**config.mk**
```make
export PLATFORM = sky130hd
export DESIGN_NAME = elink_rx_align
export DESIGN_NICKNAME = d
export VERILOG_FILES = /design/src/rtl/elink_rx_align.sv
export SDC_FILE = /design/constraint.sdc
export NUM_CORES = 1
export LEC_CHECK = 0
export CAP_MARGIN = 30
export CORE_MARGIN = 10
export CORE_UTILIZATION = 40
export CTS_BUF_LIST = sky130_fd_sc_hd__clkbuf_8
export DETAILED_ROUTE_END_ITERATION = 10
export MAX_ROUTING_LAYER = met4
export PLACE_DENSITY = 0.69
export SYNTH_ARGS = -nofsm -noshare
export SYNTH_HDL_FRONTEND = slang
export SYNTH_SLANG_ARGS = --single-unit
```
**constraint.sdc**
```tcl
create_clock -name clock -period 3.5 [get_ports clock]
set_input_delay 0.35 -clock clock [delete_from_list [all_inputs] [get_ports clock]]
set_output_delay 0.35 -clock clock [all_outputs]
set_load 0.03 [all_outputs]
```
**src/rtl/elink_rx_align.sv**
```systemverilog
// E-link receive word aligner: bit-slip search over a 16-bit window, lock on TRAIN_PATTERN.
// Latency one clock rx_word -> data_o; no backpressure, a new word is accepted every clock.
module elink_rx_align #(
    parameter logic [7:0] TRAIN_PATTERN = 8'h5A,
    parameter int         LOCK_COUNT    = 16,
    parameter int         DWELL         = 4,
    parameter int         LOSS_COUNT    = 4
) (
    input  logic       clock,
    input  logic       reset_n,
    input  logic [7:0] rx_word,
    input  logic       serdes_lock,
    input  logic       resync,
    input  logic       train_mode,
    output logic [7:0] data_o,
    output logic       data_valid,
    output logic       locked,
    output logic [2:0] bit_offset,
    output logic [7:0] err_cnt,
    output logic [7:0] slip_cnt
);

    typedef enum logic [1:0] {SEARCH, CHECK, LOCKED} state_t;

    localparam logic [7:0] LOCK_L  = 8'(LOCK_COUNT);
    localparam logic [3:0] DWELL_L = 4'(DWELL);
    localparam logic [3:0] LOSS_L  = 4'(LOSS_COUNT);

    state_t     state_q, state_d;
    logic [7:0] prev_q, prev_d;
    logic [7:0] data_q, data_d;
    logic       valid_q, valid_d;
    logic [2:0] offset_q, offset_d;
    logic [7:0] err_q, err_d;
    logic [7:0] slip_q, slip_d;
    logic [3:0] dwell_q, dwell_d;
    logic [7:0] match_q, match_d;
    logic [3:0] loss_q, loss_d;

    logic [15:0] window;
    logic [7:0]  aligned;
    logic        hit;

    // Earlier bits sit in the low half, so a larger offset selects later-arriving bits.
    assign window  = {rx_word, prev_q};
    assign aligned = window[offset_q +: 8];
    assign hit     = (aligned == TRAIN_PATTERN);

    always_comb begin
        state_d  = state_q;
        prev_d   = rx_word;
        data_d   = aligned;
        valid_d  = (state_q == LOCKED);
        offset_d = offset_q;
        err_d    = err_q;
        slip_d   = slip_q;
        dwell_d  = dwell_q;
        match_d  = match_q;
        loss_d   = loss_q;

        if (!serdes_lock || resync) begin
            state_d = SEARCH;
            dwell_d = '0;
            match_d = '0;
            loss_d  = '0;
        end else begin
            case (state_q)
                SEARCH: begin
                    if (hit) begin
                        state_d = CHECK;
                        match_d = 8'd1;
                        dwell_d = '0;
                    end else if (dwell_q == DWELL_L - 4'd1) begin
                        offset_d = offset_q + 3'd1;
                        dwell_d  = '0;
                        slip_d   = (slip_q == 8'hFF) ? slip_q : slip_q + 8'd1;
                    end else begin
                        dwell_d = dwell_q + 4'd1;
                    end
                end
                CHECK: begin
                    if (hit) begin
                        if (match_q == LOCK_L - 8'd1) begin
                            state_d = LOCKED;
                            match_d = '0;
                        end else begin
                            match_d = match_q + 8'd1;
                        end
                    end else begin
                        state_d  = SEARCH;
                        offset_d = offset_q + 3'd1;
                        slip_d   = (slip_q == 8'hFF) ? slip_q : slip_q + 8'd1;
                        match_d  = '0;
                        dwell_d  = '0;
                    end
                end
                LOCKED: begin
                    // Only training words can be judged; payload never disturbs lock.
                    if (train_mode && !hit) begin
                        err_d = (err_q == 8'hFF) ? err_q : err_q + 8'd1;
                        if (loss_q == LOSS_L - 4'd1) begin
                            state_d = SEARCH;
                            loss_d  = '0;
                            dwell_d = '0;
                        end else begin
                            loss_d = loss_q + 4'd1;
                        end
                    end else begin
                        loss_d = '0;
                    end
                end
                default: state_d = SEARCH;
            endcase
        end
    end

    always_ff @(posedge clock or negedge reset_n) begin
        if (!reset_n) begin
            state_q  <= SEARCH;
            prev_q   <= '0;
            data_q   <= '0;
            valid_q  <= 1'b0;
            offset_q <= '0;
            err_q    <= '0;
            slip_q   <= '0;
            dwell_q  <= '0;
            match_q  <= '0;
            loss_q   <= '0;
        end else begin
            state_q  <= state_d;
            prev_q   <= prev_d;
            data_q   <= data_d;
            valid_q  <= valid_d;
            offset_q <= offset_d;
            err_q    <= err_d;
            slip_q   <= slip_d;
            dwell_q  <= dwell_d;
            match_q  <= match_d;
            loss_q   <= loss_d;
        end
    end

    assign data_o     = data_q;
    assign data_valid = valid_q;
    assign locked     = (state_q == LOCKED);
    assign bit_offset = offset_q;
    assign err_cnt    = err_q;
    assign slip_cnt   = slip_q;

endmodule

```
==> reports/qor.yml, run 1 <==
grt_pass1_vias: 2134
cp.arrival_ns: 3.33
worstReg2RegEnd: "match_q[4]$_DFFE_PN0P_"
cp_cell_sequence: "buf_4 -> mux2i_1 -> o22a_1 -> o211ai_1 -> or4_4 -> or4b_1 -> buf_4 -> nor3b_1 -> a21o_1"
clock_skew_ns: 0.00196
rr_worst_depth: 9
cts.path.max_buffers: 2
layout-drive-gt1-share_pct: 10.4
grt_max_degree: 32
wl_per_cell_um: 14.7
insertion_delay_ns: 0.31
clkTransAtPathRegs_ns: 0.09
p_int_w: 0.000916
slowest_delay_ns: 0.60
clock_power_share_pct: 25.9
syn_nets: 289
ff2ff_setup_slack_ns: 0.42
viasPerCell: 5.25
yosysTopAreaCell: "dfrtp_1"
die-area_mm2: 0.0109
synth_ff_type: "dfrtp_1"
fin_util_pct: 50.1
critPathRequiredTime_ns: 3.75
relSlewSlack_pct: 60.7
holdBufCountCts: 0
status: "finished, final reports clean"
fillers: 640
num_rows: 30
fmax_ghz: 0.325
startpoint_type: "flop"
core_area_mm2: 0.00687
setup.worst_path.end_class: "flop"
grt_pass1_wl_um: 10500
layout.nets: 332
grt_antenna_before_repair: 0
p_sw_share_pct: 28.3
drtPass1Iterations: 4
cp_common_cell: "buf_4"
wl_um: 5970
fin_crit_sh_pct: 87.9
synthTopCellsByArea: "dfrtp_1 (47%), mux2i_1 (5.6%), ha_1 (4.4%)"
yosysWarnings: 0
r2r_start: "bit_offset[0]$_DFFE_PN0P_"
finalSetupViolCount: 0
ios: 42
p_switching_w: 0.000362
cpMaxStageDelayCell: "dfrtp_1"
tightest_slew_ns: 0.589
avgSynthCellArea_um2: 10.8
place.gp.congestion: 0.826
vdd_drop_max_v: 0.000184
p_comb_share_pct: 21.0
place_area_mm2: 0.00336
layout-area-overhead-vs-synth_pct: 20.3
ant_nets: 0
finalHoldViolations: 0
synth-edff-count: 0
crit_type: "reg -> reg"
synth_most_common_cell: "dfrtp_1"
p_leak_nw: 1.55
drt_iter0_drc: 80
period_needed_ns: 3.08
initial_core_util_pct: 41.6
synthCells: 266
p_per_area_mw_per_mm2: 371
final-max-slew-violation-count: 0
ys_top_cells_by_count: "dfrtp_1 (54), nand2_1 (19), mux2i_1 (16)"
cp_top_family: "simple AND/OR/NAND/NOR gates"
cts_tree: "yes"
synth.top_cell.area_share_pct: 47.2
cts_setup_buffers: 0
synth.distinct_cells: 44
n_antenna_cell: 0
cp_num_buf_inv: 2
fp.dieH_um: 105
dieWidth_um: 105
cts_resized: 0
drc: 0
clock_sinks: 54
max-cap-violations: 0
seqPwrFrac_pct: 53.0
via_count: 2127
synth-seq-cells: 54
grt_use_total_pct: 11.6
overflow: 0
hp-class: "in -> async"
design_area_mm2: 0.00344
synth_area_mm2: 0.00286
dp_hpwl_um: 4430
async_reset_ff_share_pct: 100
crit_fanout: 16
cts_buffers: 5
ys_seq_area_share_pct: 47.2
rsz0062_at_grt: "false"
h-tree-depth: 2
port-buffer-count: 41
tns_ns: 0
cts_root_buffer: "clkbuf_8"
cell usage in the layout, fill, tap and decap left out, types with 5 or more instances in the layout:
| cell type | count |
|---|---|
| dfrtp_1 | 54 |
| clkdlybuf4s50_1 | 40 |
| nand2_1 | 19 |
| mux2i_1 | 16 |
| and3_1 | 14 |
| nor2_1 | 13 |
| xnor2_1 | 11 |
| ha_1 | 10 |
| o22ai_1 | 8 |
| nand3_1 | 8 |
| nand2b_1 | 7 |
| inv_1 | 7 |
| o21ai_0 | 7 |
| nand4_1 | 7 |
| or2_2 | 6 |
| o22a_1 | 6 |
| nor3b_1 | 6 |
| mux2_2 | 6 |
| buf_4 | 6 |
| xor2_1 | 5 |
| clkbuf_8 | 5 |
worst max path at each step:
stage	from	end	slack [ns]	cells past startpoint
global placement	rx_word[1]	match_q[4]$_DFFE_PN0P_	0.34	9
detailed placement	rx_word[1]	match_q[5]$_DFFE_PN0P_	0.29	9
finish	bit_offset[0]$_DFFE_PN0P_	match_q[4]$_DFFE_PN0P_	0.42	9
CTS	bit_offset[0]$_DFFE_PN0P_	match_q[4]$_DFFE_PN0P_	0.43	9
floorplan	bit_offset[0]$_DFFE_PN0P_	match_q[7]$_DFFE_PN0P_	0.35	10
global route	bit_offset[0]$_DFFE_PN0P_	match_q[4]$_DFFE_PN0P_	0.20	9
worst register-to-register path, cell delays in order, from the launching register on:
cell and delay [ns]:
dfrtp_1 0.60, buf_4 0.25, mux2i_1 0.27, o22a_1 0.22, o211ai_1 0.09, or4_4 0.59
or4b_1 0.52, buf_4 0.18, nor3b_1 0.20, a21o_1 0.10
cells by family (layout without fill, tap and decap cells):
group	after synthesis	after routing	share of synthesized area (%)
xor gates and xnor gates	16	16	4.90
muxes	24	24	9.54
and+or+nand+nor	97	97	18.9
DFF	54	54	47.2
AOI/OAI and AO/OA	47	47	11.8
adders and majority gates	10	10	4.37
buffers and inverters	18	61	3.28
area by class of cell:
type                            instances  area (um2)  share of cell area, %
Clock buffer                            5        68.8                   2.00
Clock inverter                          2        10.0                  0.291
Inverter                                7        26.3                  0.763
Multi-Input combinational cell        194        1420                   41.1
Sequential cell                        54        1350                   39.3
Tap cell                               96         120                   3.49
Timing Repair Buffer                   47         450                   13.1
power by group through the flow:
stage	combinational, W	sequential, W	clock, W
detailed placement	0.000270	0.000691	0
finish	0.000269	0.000678	0.000331
CTS	0.000272	0.000678	0.000348
floorplan	0.000127	0.000731	0
global placement	0.000269	0.000691	0
global route	0.000289	0.000683	0.000372
stage by stage:
step                hold WS (ns)  power (W)  instances  setup slack (ns)
finish                   0.00928    0.00128        405             0.424
global route              0.0407    0.00134        405             0.200
CTS                       0.0212    0.00130        405             0.426
detailed placement         0.367   0.000961        398             0.295
global placement           0.364   0.000960        398             0.342
floorplan                 0.0544   0.000858        266             0.352
sequential cells by signal, indices dropped and copies added (netlist names):
name        count
match_q         8
state_q         2
loss_q          4
data_o          8
data_valid      1
err_cnt         8
bit_offset      3
dwell_q         4
slip_cnt        8
prev_q          8
per-layer routing:
metal | part of all wire [%] | vias to the layer above | global-route usage, %
met1 | 51 | 1028 | 15.9
li1 | - | 1054 | -
met4 | 1.2 | 0 | 3.58
met2 | 44 | 36 | 16.6
met5 | 0 | - | -
met3 | 4.0 | 9 | 2.76
No activity file was read; power rests on OpenSTA's default activity.
==> run 2: changes to the inputs <==
- HOLD_SLACK_MARGIN: unset -> 0.08
- PLACE_DENSITY: 0.69 -> 0.71
- clock period: 3.5 -> 2.62 ns (I/O delays scaled with it)
==> run 2 against run 1 <==
The run now ends with setup timing left. Final cell count is 9.1% higher. Clock power increased by 47%. Core utilization grew 6.8 points. Clock-buffer cell count unchanged. Cell area rose by 14%. Sequential power up 33%. Maximum frequency is 7.9% higher. Routed wire length grew 9.6%.
==> reports/qor.yml, run 2 (synthesis results as in run 1) <==
status: "finished with violations"  # was finished, final reports clean
violations: "setup timing"
seqPwrFrac_pct: 48.4  # was 53.0%
cts_root_buffer: "clkbuf_8"  # unchanged
ff2ff_setup_slack_ns: -0.23  # was 0.42 ns
cp_top_family: "simple AND/OR/NAND/NOR gates"  # unchanged
wl_per_cell_um: 14.8  # was 14.7 um
startpoint_type: "flop"  # unchanged
mostFrequentLayoutCells: "dfrtp_1 (52), clkdlybuf4s50_1 (40), buf_4 (33)"  # was dfrtp_1 (54), clkdlybuf4s50_1 (40), nand2_1 (19)
finalSetupViolCount: 20  # was 0
cp_common_cell: "buf_6"  # was buf_4
slowest_delay_ns: 0.55  # was 0.60 ns
p_sw_share_pct: 29.2  # was 28.3%
clock_sinks: 54  # unchanged
cp.arrival_ns: 3.10  # was 3.33 ns
die-area_mm2: 0.0109  # unchanged
grt_pass1_wl_um: 11200  # was 10500 um
wl_um: 6540  # was 5970 um
crit_type: "reg -> reg"  # unchanged
drtPass1Iterations: 4  # unchanged
drt_iter0_drc: 109  # was 80
port-buffer-count: 41  # unchanged
layout_commonest_cell: "dfrtp_1"  # unchanged
p_per_area_mw_per_mm2: 477  # was 371 mW/mm2
clock_skew_ns: 0.00871  # was 0.00196 ns
initial_core_util_pct: 41.6  # unchanged
finalHoldViolations: 0  # unchanged
fp.dieH_um: 105  # unchanged
viasPerCell: 5.30  # was 5.25
overflow: 0  # unchanged
final-max-slew-violation-count: 0  # unchanged
layout.nets: 368  # was 332
rsz0062_at_grt: "true"  # was false
pre_cts_ws_ns: -0.402  # was 0.295 ns
core_area_mm2: 0.00687  # unchanged
dp_hpwl_um: 4790  # was 4430 um
cp_cell_sequence: "buf_6 -> or2_2 -> o22ai_2 -> o211ai_1 -> or4_4 -> or4b_4 -> buf_6 -> nor3b_2 -> a21o_1"  # was buf_4 -> mux2i_1 -> o22a_1 -> o211ai_1 -> or4_4 -> or4b_1 -> buf_4 -> nor3b_1 -> a21o_1
clock_power_share_pct: 26.0  # was 25.9%
place_area_mm2: 0.00364  # was 0.00336 mm2
grt_pass1_vias: 2377  # was 2134
hp-class: "in -> reg"  # was in -> async
num_rows: 30  # unchanged
ant_nets: 0  # unchanged
setup_slack_ns: -0.232  # was 0.424 ns
setup.worst_path.end_class: "flop"  # unchanged
layout-area-overhead-vs-synth_pct: 36.7  # was 20.3%
relSlewSlack_pct: 72.7  # was 60.7%
ios: 42  # unchanged
p_comb_share_pct: 25.6  # was 21.0%
crit_fanout: 7  # was 16
drc: 0  # unchanged
cts_tree: "yes"  # unchanged
clkTransAtPathRegs_ns: 0.10  # was 0.09 ns
p_int_w: 0.00132  # was 0.000916 W
dieWidth_um: 105  # unchanged
grt_max_degree: 55  # was 32
via_count: 2342  # was 2127
cts_buffers: 5  # unchanged
timing.hold.ws_ns: 0.380  # was 0.00928 ns
vdd_drop_max_v: 0.000294  # was 0.000184 V
p_switching_w: 0.000544  # was 0.000362 W
h-tree-depth: 2  # unchanged
insertion_delay_ns: 0.31  # about the same
design_area_mm2: 0.00391  # was 0.00344 mm2
n_antenna_cell: 0  # unchanged
fin_crit_sh_pct: 109  # was 87.9%
max-cap-violations: 0  # unchanged
grt_use_total_pct: 12.3  # was 11.6%
place.gp.congestion: 0.852  # was 0.826
layout-drive-gt1-share_pct: 26.0  # was 10.4%
critPathRequiredTime_ns: 2.87  # was 3.75 ns
cts.path.max_buffers: 2  # unchanged
total_power_w: 0.00186  # was 0.00128 W
tightest_slew_ns: 0.409  # was 0.589 ns
cpMaxStageDelayCell: "or4b_4"  # was dfrtp_1
grt_antenna_before_repair: 0  # unchanged
tns_ns: -2.83  # was 0 ns
fmax_ghz: 0.351  # was 0.325 GHz
period_needed_ns: 2.85  # was 3.08 ns
cp_num_buf_inv: 2  # unchanged
p_leak_nw: 1.75  # was 1.55 nW
[run 2: changes by cell type in the layout (fill, tap and decap cells not counted), sizes merged]
cell         previous run  this run
buf                     7        42
clkinv                  2         1
clkinvlp                0         1
dlygate4sd3             0         1
inv                     7         8
[run 2: layout make-up]
class	count	area, um2
fillers	578	2960
repair buffers	83	779
clock inverters	3	25.0
inverters	7	26.3
flip-flops and latches	54	1350
clock buffers	5	68.8
well taps	96	120
multi-input cells	194	1540
[run 2: worst reg2reg max path, stage by stage, from the launching register on]
cell,delay (ns)
dfrtp_2,0.49
buf_6,0.16
or2_2,0.32
o22ai_2,0.20
o211ai_1,0.11
or4_4,0.54
or4b_4,0.55
buf_6,0.16
nor3b_2,0.16
a21o_1,0.11
[run 2: power groups by stage]
stage | logic [W] | registers, W | clock network [W]
after floorplan | 0.000174 | 0.000977 | 0
after global placement | 0.000417 | 0.000926 | 0
after detailed placement | 0.000420 | 0.000926 | 0
after CTS | 0.000462 | 0.000901 | 0.000503
final | 0.000477 | 0.000902 | 0.000486
after global routing | 0.000509 | 0.000908 | 0.000537
[run 2: per-layer routing]
| metal | up-vias | global-route usage, % | part of all wire [%] |
|---|---|---|---|
| met1 | 1150 | 15.4 | 48 |
| met4 | 0 | 4.87 | 1.2 |
| met3 | 8 | 2.33 | 3.1 |
| li1 | 1132 | - | - |
| met2 | 52 | 19.2 | 48 |
| met5 | - | - | 0 |
[run 2: stage by stage]
stage	util, %	instances
after floorplan	-	266
after global routing	56.9	442
after global placement	53.0	426
after CTS	55.5	438
final	56.9	442
after detailed placement	53.0	426
[run 2: final timing paths]
path,start,end,cells past startpoint
max reg2reg,bit_offset[0]$_DFFE_PN0P_,match_q[3]$_DFFE_PN0P_,9
max,bit_offset[0]$_DFFE_PN0P_,match_q[3]$_DFFE_PN0P_,9
min in group asynchronous,reset_n,dwell_q[0]$_DFFE_PN0P_,3
min reg2reg,err_cnt[4]$_DFFE_PN0P_,err_cnt[4]$_DFFE_PN0P_,1
min,rx_word[7],prev_q[7]$_DFF_PN0_,1
max in group asynchronous,reset_n,bit_offset[1]$_DFFE_PN0P_,3
[run 2: repair_timing]
item | in CTS | in global routing
resized for setup | 11 | 16
pin swaps | 0 | 2
setup buffers | 3 | 4
hold buffers | 1 | 0
endpoints found under the hold margin | 54 | 0
setup endpoints to repair | 29 | 33
==> run 3: changes to the inputs <==
- CELL_PAD_IN_SITES_DETAIL_PLACEMENT: unset -> 1
- CELL_PAD_IN_SITES_GLOBAL_PLACEMENT: unset -> 1
- MAX_ROUTING_LAYER: met4 -> unset
- PLACE_DENSITY: 0.71 -> 0.85
- SLEW_MARGIN: unset -> 20
==> run 3 against run 2 <==
The flow still finishes with violations (setup timing). Global-route usage grew 2.1 points. Routed wire length grew 22%. Clock-buffer cell count unchanged. Power up 2.4%. Core utilization grew 0.27 points. Largest cell class unchanged. Largest power group unchanged.
==> reports/qor.yml, run 3 (synthesis results as in run 1) <==
cpMaxStageDelayCell: "or4b_4"  # unchanged
r2r_start: "bit_offset[0]$_DFFE_PN0P_"  # unchanged
layout.nets: 370  # was 368
n_antenna_cell: 0  # unchanged
ios: 42  # unchanged
worstReg2RegEnd: "match_q[4]$_DFFE_PN0P_"  # was match_q[3]$_DFFE_PN0P_
cp.arrival_ns: 3.08  # was 3.10 ns
hp-class: "in -> reg"  # unchanged
finalHoldViolations: 0  # unchanged
cts.path.max_buffers: 2  # unchanged
grt_max_degree: 25  # was 55
hold-path-cell-count: 1  # unchanged
grt_antenna_before_repair: 0  # unchanged
via_count: 2441  # was 2342
cts_tree: "yes"  # unchanged
critPathRequiredTime_ns: 2.89  # was 2.87 ns
p_leak_nw: 1.77  # was 1.75 nW
clock_sinks: 54  # unchanged
drc: 0  # unchanged
layout-drive-gt1-share_pct: 26.7  # was 26.0%
port-buffer-count: 41  # unchanged
num_rows: 30  # unchanged
core_area_mm2: 0.00687  # unchanged
cp_common_cell: "buf_6"  # unchanged
relSlewSlack_pct: 64.4  # was 72.7%
crit_type: "reg -> reg"  # unchanged
grt_pass1_vias: 2711  # was 2377
ant_nets: 0  # unchanged
rr_worst_depth: 9  # unchanged
cts_buffers: 5  # unchanged
grt_pass1_wl_um: 13400  # was 11200 um
insertion_delay_ns: 0.32  # was 0.31 ns
fin_crit_sh_pct: 107  # was 109%
slowest_delay_ns: 0.54  # was 0.55 ns
clkTransAtPathRegs_ns: 0.11  # was 0.10 ns
status: "finished with violations"  # unchanged
grt_use_total_pct: 14.4  # was 12.3%
final-max-slew-violation-count: 0  # unchanged
fp.dieH_um: 105  # unchanged
violations: "setup timing"  # unchanged
wl_um: 7970  # was 6540 um
period_needed_ns: 2.81  # was 2.85 ns
pre_cts_ws_ns: -0.445  # was -0.402 ns
cp_cell_sequence: "buf_6 -> mux4_2 -> and2_1 -> o211ai_1 -> or4_4 -> or4b_4 -> buf_6 -> nor3b_2 -> a21o_1"  # was buf_6 -> or2_2 -> o22ai_2 -> o211ai_1 -> or4_4 -> or4b_4 -> buf_6 -> nor3b_2 -> a21o_1
min-delay-start: "rx_word[7]"  # unchanged
drt_iter0_drc: 52  # was 109
total_power_w: 0.00191  # was 0.00186 W
die-area_mm2: 0.0109  # unchanged
ff2ff_setup_slack_ns: -0.19  # was -0.23 ns
wl_per_cell_um: 17.9  # was 14.8 um
clock_skew_ns: 0.00604  # was 0.00871 ns
fmax_ghz: 0.356  # was 0.351 GHz
startpoint: "bit_offset[0]$_DFFE_PN0P_"  # unchanged
drtPass1Iterations: 4  # unchanged
overflow: 0  # unchanged
setup.worst_path.end_class: "flop"  # unchanged
layout-area-overhead-vs-synth_pct: 37.4  # was 36.7%
layout_commonest_cell: "dfrtp_1"  # unchanged
finalSetupViolCount: 20  # unchanged
max-cap-violations: 0  # unchanged
setup_slack_ns: -0.193  # was -0.232 ns
rsz0062_at_grt: "true"  # unchanged
initial_core_util_pct: 41.6  # unchanged
place.gp.congestion: 0.825  # was 0.852
mostFrequentLayoutCells: "dfrtp_1 (52), clkdlybuf4s50_1 (40), buf_4 (38)"  # was dfrtp_1 (52), clkdlybuf4s50_1 (40), buf_4 (33)
dp_hpwl_um: 6070  # was 4790 um
tightest_slew_ns: 0.535  # was 0.409 ns
h-tree-depth: 2  # unchanged
startpoint_type: "flop"  # unchanged
vdd_drop_max_v: 0.000249  # was 0.000294 V
viasPerCell: 5.50  # was 5.30
timing.hold.ws_ns: 0.367  # was 0.380 ns
worstHoldEndpoint: "prev_q[7]$_DFF_PN0_"  # unchanged
p_per_area_mw_per_mm2: 486  # was 477 mW/mm2
crit_fanout: 8  # was 7
dieWidth_um: 105  # unchanged
cts_root_buffer: "clkbuf_8"  # unchanged
==> run 3: critical path, delay by kind of cell (launching register included) <==
family | cells | cell delay, ns
and+or+nand+nor | 4 | 1.39
DFF | 1 | 0.48
muxes | 1 | 0.39
buffers and inverters | 2 | 0.32
AOI/OAI and AO/OA | 2 | 0.20
==> run 3: metrics by stage <==
stage / cells / instance area, um2 / utilization (%) / TNS (ns)
final: 444 / 3930 / 57.2 / -2.35
after global placement: 428 / 3640 / 53.0 / -5.66
after detailed placement: 428 / 3640 / 53.0 / -9.99
after global routing: 444 / 3930 / 57.2 / -4.33
after floorplan: 266 / 2920 / - / -1.83
after CTS: 443 / 3880 / 56.4 / -2.50
==> run 3: worst max path at each step <==
stage / endpoint / slack (ns)
after floorplan: match_q[7]$_DFFE_PN0P_ / -0.38
after global placement: match_q[4]$_DFFE_PN0P_ / -0.32
after detailed placement: match_q[4]$_DFFE_PN0P_ / -0.45
after global routing: match_q[4]$_DFFE_PN0P_ / -0.28
after CTS: match_q[4]$_DFFE_PN0P_ / -0.19
final: match_q[4]$_DFFE_PN0P_ / -0.19
==> run 3: final cells by class <==
class                   count  area [um2]
multi-input cells         194        1570
inverters                   7        26.3
flip-flops and latches     54        1350
well taps                  96         120
fillers                   728        2940
clock inverters             3        28.8
clock buffers               5        68.8
repair buffers             85         766
==> run 3: what timing repair did <==
item / 4_1_cts / 5_1_grt
endpoints found under the setup margin: 35 / 36
pin swaps: 2 / 2
resized for setup: 23 / 10
buffers inserted: 6 / 1
gates cloned: 0 / 0
hold buffers: 1 / 0
hold endpoints to repair: 22 / 0
==> run 3: routing by layer <==
metal / global-route usage (%) / routed length, um / up-vias
met1: 15.6 / 3200 / 1262
li1: - / - / 1131
met3: 2.70 / 204 / 10
met4: 4.57 / 105 / 0
met2: 27.4 / 4460 / 38
met5: 0 / 0 / -
==> run 3: where the power goes <==
| part | internal (W) | total (W) | switching, W | leakage [nW] |
|---|---|---|---|---|
| registers | 0.000874 | 0.000904 | 0.0000296 | 0.712 |
| clock network | 0.000201 | 0.000519 | 0.000318 | 0.0506 |
| logic | 0.000248 | 0.000487 | 0.000239 | 1.01 |
| total | 0.00132 | 0.00191 | 0.000586 | 1.77 |
